===== src/rtl/voice_allocator.sv =====
// voice_allocator: assigns note events to a fixed pool of oscillator voices.
// Each accepted event is scanned across all voices one per cycle. The event is
// then committed in a single cycle, which either allocates, retriggers, frees
// or drops a voice.
// Optional build macro: VOICE_STEAL_EN. When it is defined, a note-on that
// arrives with every voice busy takes over the oldest voice instead of being
// dropped.
module voice_allocator #(
  parameter int N_VOICES = 8,
  parameter int PITCH_W  = 6,
  parameter int VEL_W    = 8,
  parameter int AGE_W    = 8
) (
  input  logic                          clk,
  input  logic                          rstn,
  input  logic                          ev_valid,
  output logic                          ev_ready,
  input  logic                          ev_note_on,
  input  logic [PITCH_W-1:0]            ev_pitch,
  input  logic [VEL_W-1:0]              ev_velocity,
  output logic                          ev_dropped,
  output logic [N_VOICES-1:0]           voice_active,
  output logic [N_VOICES*PITCH_W-1:0]   voice_pitch,
  output logic [N_VOICES*VEL_W-1:0]     voice_velocity,
  output logic [N_VOICES-1:0]           voice_env_reset
);

  localparam int IDX_W = $clog2(N_VOICES);
  localparam logic [PITCH_W-1:0] SILENT = PITCH_W'(36);

  typedef enum logic [1:0] {IDLE, SCAN, COMMIT} state_t;

  state_t               state_reg, state_next;
  logic                 ready_reg, ready_next;
  logic [IDX_W-1:0]     idx_reg;
  logic                 lat_on_reg;
  logic [PITCH_W-1:0]   lat_pitch_reg;
  logic [VEL_W-1:0]     lat_vel_reg;
  logic                 match_found_reg, free_found_reg;
  logic [IDX_W-1:0]     match_idx_reg, free_idx_reg;
`ifdef VOICE_STEAL_EN
  logic                 old_found_reg;
  logic [IDX_W-1:0]     old_idx_reg;
  logic [AGE_W-1:0]     old_age_reg;
`endif

  logic [N_VOICES-1:0]  active_reg;
  logic [PITCH_W-1:0]   pitch_reg [N_VOICES];
  logic [VEL_W-1:0]     vel_reg   [N_VOICES];
  logic [AGE_W-1:0]     age_reg   [N_VOICES];
  logic [N_VOICES-1:0]  env_reset_reg;
  logic                 dropped_reg;

  logic                 accept;
  logic                 wr_on, wr_off, drop;
  logic [IDX_W-1:0]     target;

  // ev_ready is registered so that it stays low while reset is held.
  assign accept   = ev_valid && ready_reg;
  assign ev_ready = ready_reg;

  // State register and registered ready flag.
  always_ff @(posedge clk or negedge rstn) begin
    if (!rstn) begin
      state_reg <= IDLE;
      ready_reg <= 1'b0;
    end else begin
      state_reg <= state_next;
      ready_reg <= ready_next;
    end
  end

  // Next-state logic: IDLE -> SCAN (N_VOICES cycles) -> COMMIT -> IDLE.
  always_comb begin
    state_next = state_reg;
    ready_next = 1'b0;
    case (state_reg)
      IDLE:    if (accept) state_next = SCAN;
      SCAN:    if (idx_reg == IDX_W'(N_VOICES - 1)) state_next = COMMIT;
      COMMIT:  state_next = IDLE;
      default: state_next = IDLE;
    endcase
    ready_next = (state_next == IDLE);
  end

  // Latch the event on accept, then walk the voices and record candidates.
  always_ff @(posedge clk or negedge rstn) begin
    if (!rstn) begin
      lat_on_reg      <= 1'b0;
      lat_pitch_reg   <= SILENT;
      lat_vel_reg     <= '0;
      idx_reg         <= '0;
      match_found_reg <= 1'b0;
      match_idx_reg   <= '0;
      free_found_reg  <= 1'b0;
      free_idx_reg    <= '0;
`ifdef VOICE_STEAL_EN
      old_found_reg   <= 1'b0;
      old_idx_reg     <= '0;
      old_age_reg     <= '0;
`endif
    end else begin
      case (state_reg)
        IDLE: if (accept) begin
          lat_on_reg      <= ev_note_on;
          lat_pitch_reg   <= ev_pitch;
          lat_vel_reg     <= ev_velocity;
          idx_reg         <= '0;
          match_found_reg <= 1'b0;
          free_found_reg  <= 1'b0;
`ifdef VOICE_STEAL_EN
          old_found_reg   <= 1'b0;
          old_age_reg     <= '0;
`endif
        end
        SCAN: begin
          if (active_reg[idx_reg]) begin
            if (!match_found_reg && pitch_reg[idx_reg] == lat_pitch_reg) begin
              match_found_reg <= 1'b1;
              match_idx_reg   <= idx_reg;
            end
`ifdef VOICE_STEAL_EN
            // Strict '>' keeps the lowest index on an age tie.
            if (!old_found_reg || age_reg[idx_reg] > old_age_reg) begin
              old_found_reg <= 1'b1;
              old_idx_reg   <= idx_reg;
              old_age_reg   <= age_reg[idx_reg];
            end
`endif
          end else if (!free_found_reg) begin
            free_found_reg <= 1'b1;
            free_idx_reg   <= idx_reg;
          end
          idx_reg <= idx_reg + 1'b1;
        end
        default: ;
      endcase
    end
  end

  // Commit decision: choose the target voice, or drop the event.
  always_comb begin
    wr_on  = 1'b0;
    wr_off = 1'b0;
    drop   = 1'b0;
    target = '0;
    if (state_reg == COMMIT) begin
      if (lat_on_reg) begin
        if (lat_pitch_reg == SILENT) begin
          drop = 1'b1;
        end else if (match_found_reg) begin
          wr_on  = 1'b1;
          target = match_idx_reg;
        end else if (free_found_reg) begin
          wr_on  = 1'b1;
          target = free_idx_reg;
        end else begin
`ifdef VOICE_STEAL_EN
          wr_on  = 1'b1;
          target = old_idx_reg;
`else
          drop   = 1'b1;
`endif
        end
      end else if (match_found_reg) begin
        wr_off = 1'b1;
        target = match_idx_reg;
      end else begin
        drop = 1'b1;
      end
    end
  end

  // Voice state updates; ages only advance on a successful note-on commit.
  always_ff @(posedge clk or negedge rstn) begin
    if (!rstn) begin
      active_reg    <= '0;
      env_reset_reg <= '0;
      dropped_reg   <= 1'b0;
      for (int i = 0; i < N_VOICES; i++) begin
        pitch_reg[i] <= SILENT;
        vel_reg[i]   <= '0;
        age_reg[i]   <= '0;
      end
    end else begin
      dropped_reg <= drop;
      for (int i = 0; i < N_VOICES; i++) begin
        env_reset_reg[i] <= wr_on && (target == IDX_W'(i));
        if (wr_on && target == IDX_W'(i)) begin
          active_reg[i] <= 1'b1;
          pitch_reg[i]  <= lat_pitch_reg;
          vel_reg[i]    <= lat_vel_reg;
          age_reg[i]    <= '0;
        end else if (wr_on && active_reg[i] && age_reg[i] != {AGE_W{1'b1}}) begin
          age_reg[i] <= age_reg[i] + 1'b1;
        end else if (wr_off && target == IDX_W'(i)) begin
          active_reg[i] <= 1'b0;
          pitch_reg[i]  <= SILENT;
        end
      end
    end
  end

  assign voice_active    = active_reg;
  assign voice_env_reset = env_reset_reg;
  assign ev_dropped      = dropped_reg;

  // Pack the per-voice arrays onto the flat output buses.
  generate
    for (genvar gi = 0; gi < N_VOICES; gi++) begin : g_pack
      assign voice_pitch[gi*PITCH_W +: PITCH_W]  = pitch_reg[gi];
      assign voice_velocity[gi*VEL_W +: VEL_W]   = vel_reg[gi];
    end
  endgenerate

endmodule

===== config.mk =====
export PLATFORM = sky130hd
export DESIGN_NAME = voice_allocator
export DESIGN_NICKNAME = d
export VERILOG_FILES = /design/src/rtl/voice_allocator.sv
export SDC_FILE = /design/constraint.sdc
export NUM_CORES = 1
export LEC_CHECK = 0
export CAP_MARGIN = 0
export CORE_UTILIZATION = 35
export DETAILED_ROUTE_END_ITERATION = 10
export REMOVE_ABC_BUFFERS = 1
export SLEW_MARGIN = 20
export SYNTH_ARGS = -nofsm -noshare
export SYNTH_HDL_FRONTEND = slang
export SYNTH_SLANG_ARGS = --single-unit
export TNS_END_PERCENT = 50

===== constraint.sdc =====
create_clock -name clk -period 6.6 [get_ports clk]
set_clock_uncertainty 0.2 [all_clocks]
set_input_delay 0.99 -clock clk [delete_from_list [all_inputs] [get_ports clk]]
set_output_delay 0.99 -clock clk [all_outputs]
set_load 0.01 [all_outputs]

# ---- After elaboration in Yosys (flattened, before gate mapping)
# Index checks and enable logic that the tools add are counted.
dict set report totals {
  ff_bits 222
  wordCells 259
}
dict set report classes {
  bitwise 3
  reduce_logical 69
  n_eq_ne 32
  magnitude_cmp 2
  addsub 9
  muxes 100
}
# operator count
set ops {}
lappend ops {{$mux W6} 26}
lappend ops {{$mux W8} 16}
lappend ops {{$add A8 B1 Y8 const B} 8}
lappend ops {{$ne A8 B8 Y1 const B} 8}
lappend ops {{$mux W1} 43}
lappend ops {{$logic_and A1 B1 Y1} 34}
lappend ops {{$reduce_bool A2 Y1} 17}
lappend ops {{$ne A2 B2 Y1 const B} 12}
lappend ops {{$mux W3} 7}
lappend ops {{$reduce_and A2 Y1} 10}
lappend ops {{$bmux W6 S3} 1}
lappend ops {{$eq A3 B3 Y1 const B} 5}
lappend ops {{$reduce_and A3 Y1} 3}
lappend ops {{$eq A3 B2 Y1 const B} 2}
lappend ops {{$eq A6 B6 Y1} 1}
lappend ops {{$eq A6 B6 Y1 const B} 1}
lappend ops {{$pmux W3 S2} 1}
lappend ops {{$ge A4 B4 Y1 const B} 1}
lappend ops {{$logic_not A2 Y1} 2}
lappend ops {{$lt A3 B4 Y1 const B} 1}
lappend ops {{$mux W2} 2}
lappend ops {{$not A3 Y4} 1}
lappend ops {{$pmux W1 S2} 2}
lappend ops {{$pmux W2 S2} 1}
lappend ops {{9 further kinds} 10}

# ---- Depth between registers and ports, before layout
dict set report logic_depth {
  depth_word 10
  mapped_depth 10
}

# ---- Worst setup path after synthesis
# OpenSTA, ideal clock, no wires.
dict set report synth_timing {
  kind {reg-to-reg}
  start {register idx_reg[1]}
  end {register match_idx_reg[0]}
  slack_ns 4.079
  path_stages_with_launch 9
  setup_time_ns 0.125
  arrival_ns 2.197
  n_path_buf 2
  required_time_ns 6.275
  path_cell_list {dfrtp_1 > buf_6 > buf_6 > mux4_1 > mux2i_1 > xnor2_1 > o2111ai_1 > nor4_4 > mux2_2}
}
dict set report synth_between {
  elab_chain_cells 7
  elab_cells_between_ends 9
  classes_between {eq/ne: 1; mux: 5; bitwise: 1; reduce/logical: 2}
}
# item line_no
set synth_lines {}
lappend synth_lines {{from (decl)} 35} ;# logic [IDX_W-1:0] idx_reg;
lappend synth_lines {{from (signal assigned)} 134} ;# idx_reg <= idx_reg + 1'b1;
lappend synth_lines {{$not A3 Y4 (implied by the code)} 118} ;# if (!match_found_reg && pitch_reg[idx_reg] == lat_pitch_reg) begin
lappend synth_lines {{$bmux W6 S3} 118}
lappend synth_lines {{$mux W6 (implied by the code) (2 in a row)} 118}
lappend synth_lines {{$eq A6 B6 Y1} 118}
lappend synth_lines {{$logic_and A1 B1 Y1} 118}
lappend synth_lines {{$reduce_and A3 Y1 (no source line) *} -}
lappend synth_lines {{to (signal assigned)} 120} ;# match_idx_reg <= idx_reg;
lappend synth_lines {{to (decl)} 40} ;# logic [IDX_W-1:0] match_idx_reg, free_idx_reg;
# Every way passes the cells marked *; elsewhere a longest branch is shown, timed or not. The select of a mux whose other input is x is not followed.
# A chain may end at the register's enable or synchronous reset.

# ---- Final worst setup path
dict set report layout_timing {
  start {register match_found_reg}
  end {register vel_reg, in the netlist voice_velocity[51]}
}
dict set report layout_between {
  elab_chain_cells 6
  elab_cells_between_ends 11
  classes_between {eq/ne: 1; mux: 9; reduce/logical: 1}
}
# item line_no
set layout_lines {}
lappend layout_lines {{from (decl)} 39} ;# logic match_found_reg, free_found_reg;
lappend layout_lines {{from (signal assigned)} 93} ;# match_found_reg <= 1'b0;
lappend layout_lines {{from (signal assigned)} 109} ;# match_found_reg <= 1'b0;
lappend layout_lines {{from (signal assigned)} 119} ;# match_found_reg <= 1'b1;
lappend layout_lines {{$mux W3} 151} ;# end else if (match_found_reg) begin
lappend layout_lines {{$mux W3} 149} ;# if (lat_pitch_reg == SILENT) begin
lappend layout_lines {{$mux W3} 148} ;# if (lat_on_reg) begin
lappend layout_lines {{$mux W3} 147} ;# if (state_reg == COMMIT) begin
lappend layout_lines {{$eq A3 B3 Y1} 189} ;# if (wr_on && target == IDX_W'(i)) begin
lappend layout_lines {{$logic_and A1 B1 Y1 *} 189}
lappend layout_lines {{to (signal, indexed assignment)} 192} ;# vel_reg[i] <= lat_vel_reg;
lappend layout_lines {{to (decl)} 49} ;# logic [VEL_W-1:0] vel_reg [N_VOICES];
# Every way passes the cells marked *; elsewhere a longest branch is shown, timed or not.

==> summary.md <==
| Metric | Value |
|---|---|
| Power Dens Cells | `between 300 and 400 nW/µm²` |
| Area delta synth->final | `31.9%` |
| WP data required | `6.71 ns` |
| Final period utilization | `between 50% and 60%` |
| First-pass GRT wire length | `29400 µm` |
| Largest net degree at the start of global routing | `100` |
| Max FFs per register | `64` |
| Asr flop ratio synth | `100%` |
| Non-Filler Instances | `936` |
| Final worst setup slack | `3.29 ns` |
| Nets | `between 600 and 700` |
| Adder-Cell Fraction of Synth Area | `less than 1%` |
| CP endpoint kind | `register` |
| Commonest cells in the netlist | `dfrtp_1, nand2_1, mux2_2` |
| Die span in y | `between 100 and 150 µm` |
| Avg Inst Size Synth | `between 10 and 15 µm²` |
| Synth Register Bits | `158` |
| Count leader, synth | `dfrtp_1` |
| Synthesis Warnings | `0` |
| Avg WL per Cell | `approximately 20 µm` |
| Chip width | `about 140 µm` |
| Max Clk Rate | `302 MHz` |
| Post-CTS Setup Bufs | `0` |
| Hold_buf cts | `0` |
| Least-Margin Pin Slew | `a little over 1 ns` |
| CTS Buffer Depth | `2` |
| Via-to-Cell Ratio | `5.01` |
| Final Setup Violations | `0` |
| Proportion of netlist area held by the largest area contributor | `between 50% and 60%` |
| WHS | `around 0.29 ns` |
| DR DRC count | `0` |
| DP Area | `8340 µm²` |
| Hold crit path type | `reg2reg` |
| Ys flop type | `dfrtp_1` |
| Largest family of logic cells by synthesized area | `multiplexers` |
| Detailed Place HPWL | `about 13000 µm` |
| Initial drt markers | `~240` |
| Design area | `between 8000 and 9000 µm²` |
| Compound-Gate Fraction of Synth Area | `under 10%` |
| Ranking of synthesized cells by area | `dfrtp_1, mux2_2, dfstp_2` |
| Outcome | `finished, final reports clean` |
| Number of global-route vias before repair | `4862` |
| DP Worst Slack | `between 3 and 4 ns` |
| Clk Tree Root Cell | `clkbuf_16` |
| Placed cell count | `between 900 and 1000` |
| Post-synth EDFFs | `0` |
| IO buf count | `147` |
| Worst Path Max Fanout | `16` |
| # rows | `50` |
| RSZ-0062 raised after global routing | `false` |
| H-tree Lvls | `4` |
| XOR/XNOR Fraction of Synth Area | `less than 1%` |
| Clock sink count | `around 160` |
| Mux share of post-synthesis cell area | `between 15 and 20%` |
| Setup TNS | `0 ns` |
| Simple-gate share of the synthesized area | `between 10% and 20%` |
| Area leader, netlist | `dfrtp_1` |
| Lkg Pwr | `about 4.0 nW` |
| CTS resizes | `0` |
| Synth Cell Area | `6800 µm²` |
| Die area | `about 20000 µm²` |
| Seq/Total Area, Yosys | `between 50% and 60%` |
| Worst Path Arrival | `between 3 and 4 ns` |
| Starting density of the core | `a little over a third` |
| Worst VDD drop | `approximately 190 µV` |
| Antenna violations before repair | `0` |
| Synth cell types | `slightly above 60` |
| Relative slew margins | `31.2%` |
| Overall routing resource usage | `19.8%` |
| Synth Instances | `~530` |
| Final WL | `roughly 19000 µm` |
| TritonRoute pass-1 iters | `5` |
| Max-Cap Viols | `0` |
| Worst Path Class, Setup | `reg2reg` |
| Vias | `approximately 4700` |
| Final Hold Viols | `0` |
| Share of post-route cells with drive strength above 1 | `21.3%` |
| GPL Wtd Cong | `0.836` |
| Clk slew on worst S/H paths | `roughly 0.07 ns` |
| GR Overflow Total | `0` |
| TritonCTS Buffers | `17` |
| Startpoint Class | `register` |
| Skew-Pair Late Insertion Delay | `about 0.42 ns` |
| Core Area | `about 19000 µm²` |
| Fin. max-slew vios | `0` |
| Ports | `between 100 and 150` |
| Routed Antenna Nets | `0` |
| N_diodes | `0` |
| CTS tree | `built` |
| Tmin final | `3.31 ns` |
[kinds of logic (layout without fill, tap and decap cells)]
kind of cell    after synthesis  count (layout)
fa+ha+maj                     2               2
compound gates               90              90
mux                          94              94
flops                       158             158
buf+inv                      44             189
simple gates                138             138
xor+xnor                      5               5
[cell usage in the layout, fill, tap and decap left out, types with 6 or more instances in the layout]
| master | synthesis | layout |
|---|---|---|
| mux2_2 | 69 | 69 |
| mux2i_1 | 10 | 10 |
| dfstp_2 | 18 | 18 |
| inv_1 | 6 | 6 |
| o21ai_0 | 45 | 45 |
| a21oi_1 | 7 | 7 |
| clkdlybuf4s50_1 | 0 | 146 |
| nor2_1 | 8 | 8 |
| a22o_1 | 17 | 17 |
| mux2_1 | 7 | 7 |
| nand2_1 | 84 | 84 |
| and2_1 | 6 | 6 |
| clkbuf_16 | 0 | 17 |
| dfrtp_1 | 140 | 140 |
[power breakdown]
group	internal [mW]	total, mW	switching (mW)	leakage, nW
logic	0.335	0.652	0.318	1.60
registers	1.13	1.35	0.229	2.10
clock network	0.609	1.04	0.430	0.301
[final cells by class]
cell class                      instances  area (µm²)
Clock buffer                           17         425
Clock inverter                         15         205
Fill cell                            1723        9930
Inverter                                7        26.3
Multi-Input combinational cell        329        2510
Sequential cell                       158        3980
Tap cell                              260         325
Timing Repair Buffer                  150        1500
[critical path, cell delays in order (launching register included)]
cell and delay, ns:
dfrtp_1 0.56, o21ai_0 0.25, a211oi_1 0.88, and3_1 0.87, mux2_2 0.42
[worst paths after layout]
path	end	from	cells past startpoint	slack, ns
worst max register to register	voice_velocity[51]	match_found_reg	4	3.29
worst min-delay path	voice_velocity[53]	voice_velocity[53]	1	0.29
worst min register to register	voice_velocity[53]	voice_velocity[53]	1	0.29
max in group asynchronous	match_idx_reg[0]	rstn	2	4.42
worst max-delay path	voice_velocity[51]	match_found_reg	4	3.29
min in group asynchronous	voice_velocity[16]	rstn	1	0.47
[per-stage QoR]
| stage | power (mW) | utilization [%] |
|---|---|---|
| 2_1_floorplan | 1.69 | - |
| 3_3_place_gp | 2.01 | 44.1 |
| 3_5_place_dp | 2.03 | 44.1 |
| 4_1_cts | 3.07 | 47.5 |
| 5_1_grt | 3.20 | 47.5 |
| 6_report | 3.05 | 47.5 |
[routing by layer]
layer / GRT usage, % / vias to the layer above / wire length (µm)
met4: 5.21 / 0 / 176
met1: 25.3 / 2368 / 7970
met3: 6.99 / 15 / 1640
met5: 0 / - / 0
met2: 32.1 / 178 / 8970
li1: - / 2126 / -
No activity file was read; power rests on OpenSTA's default activity.
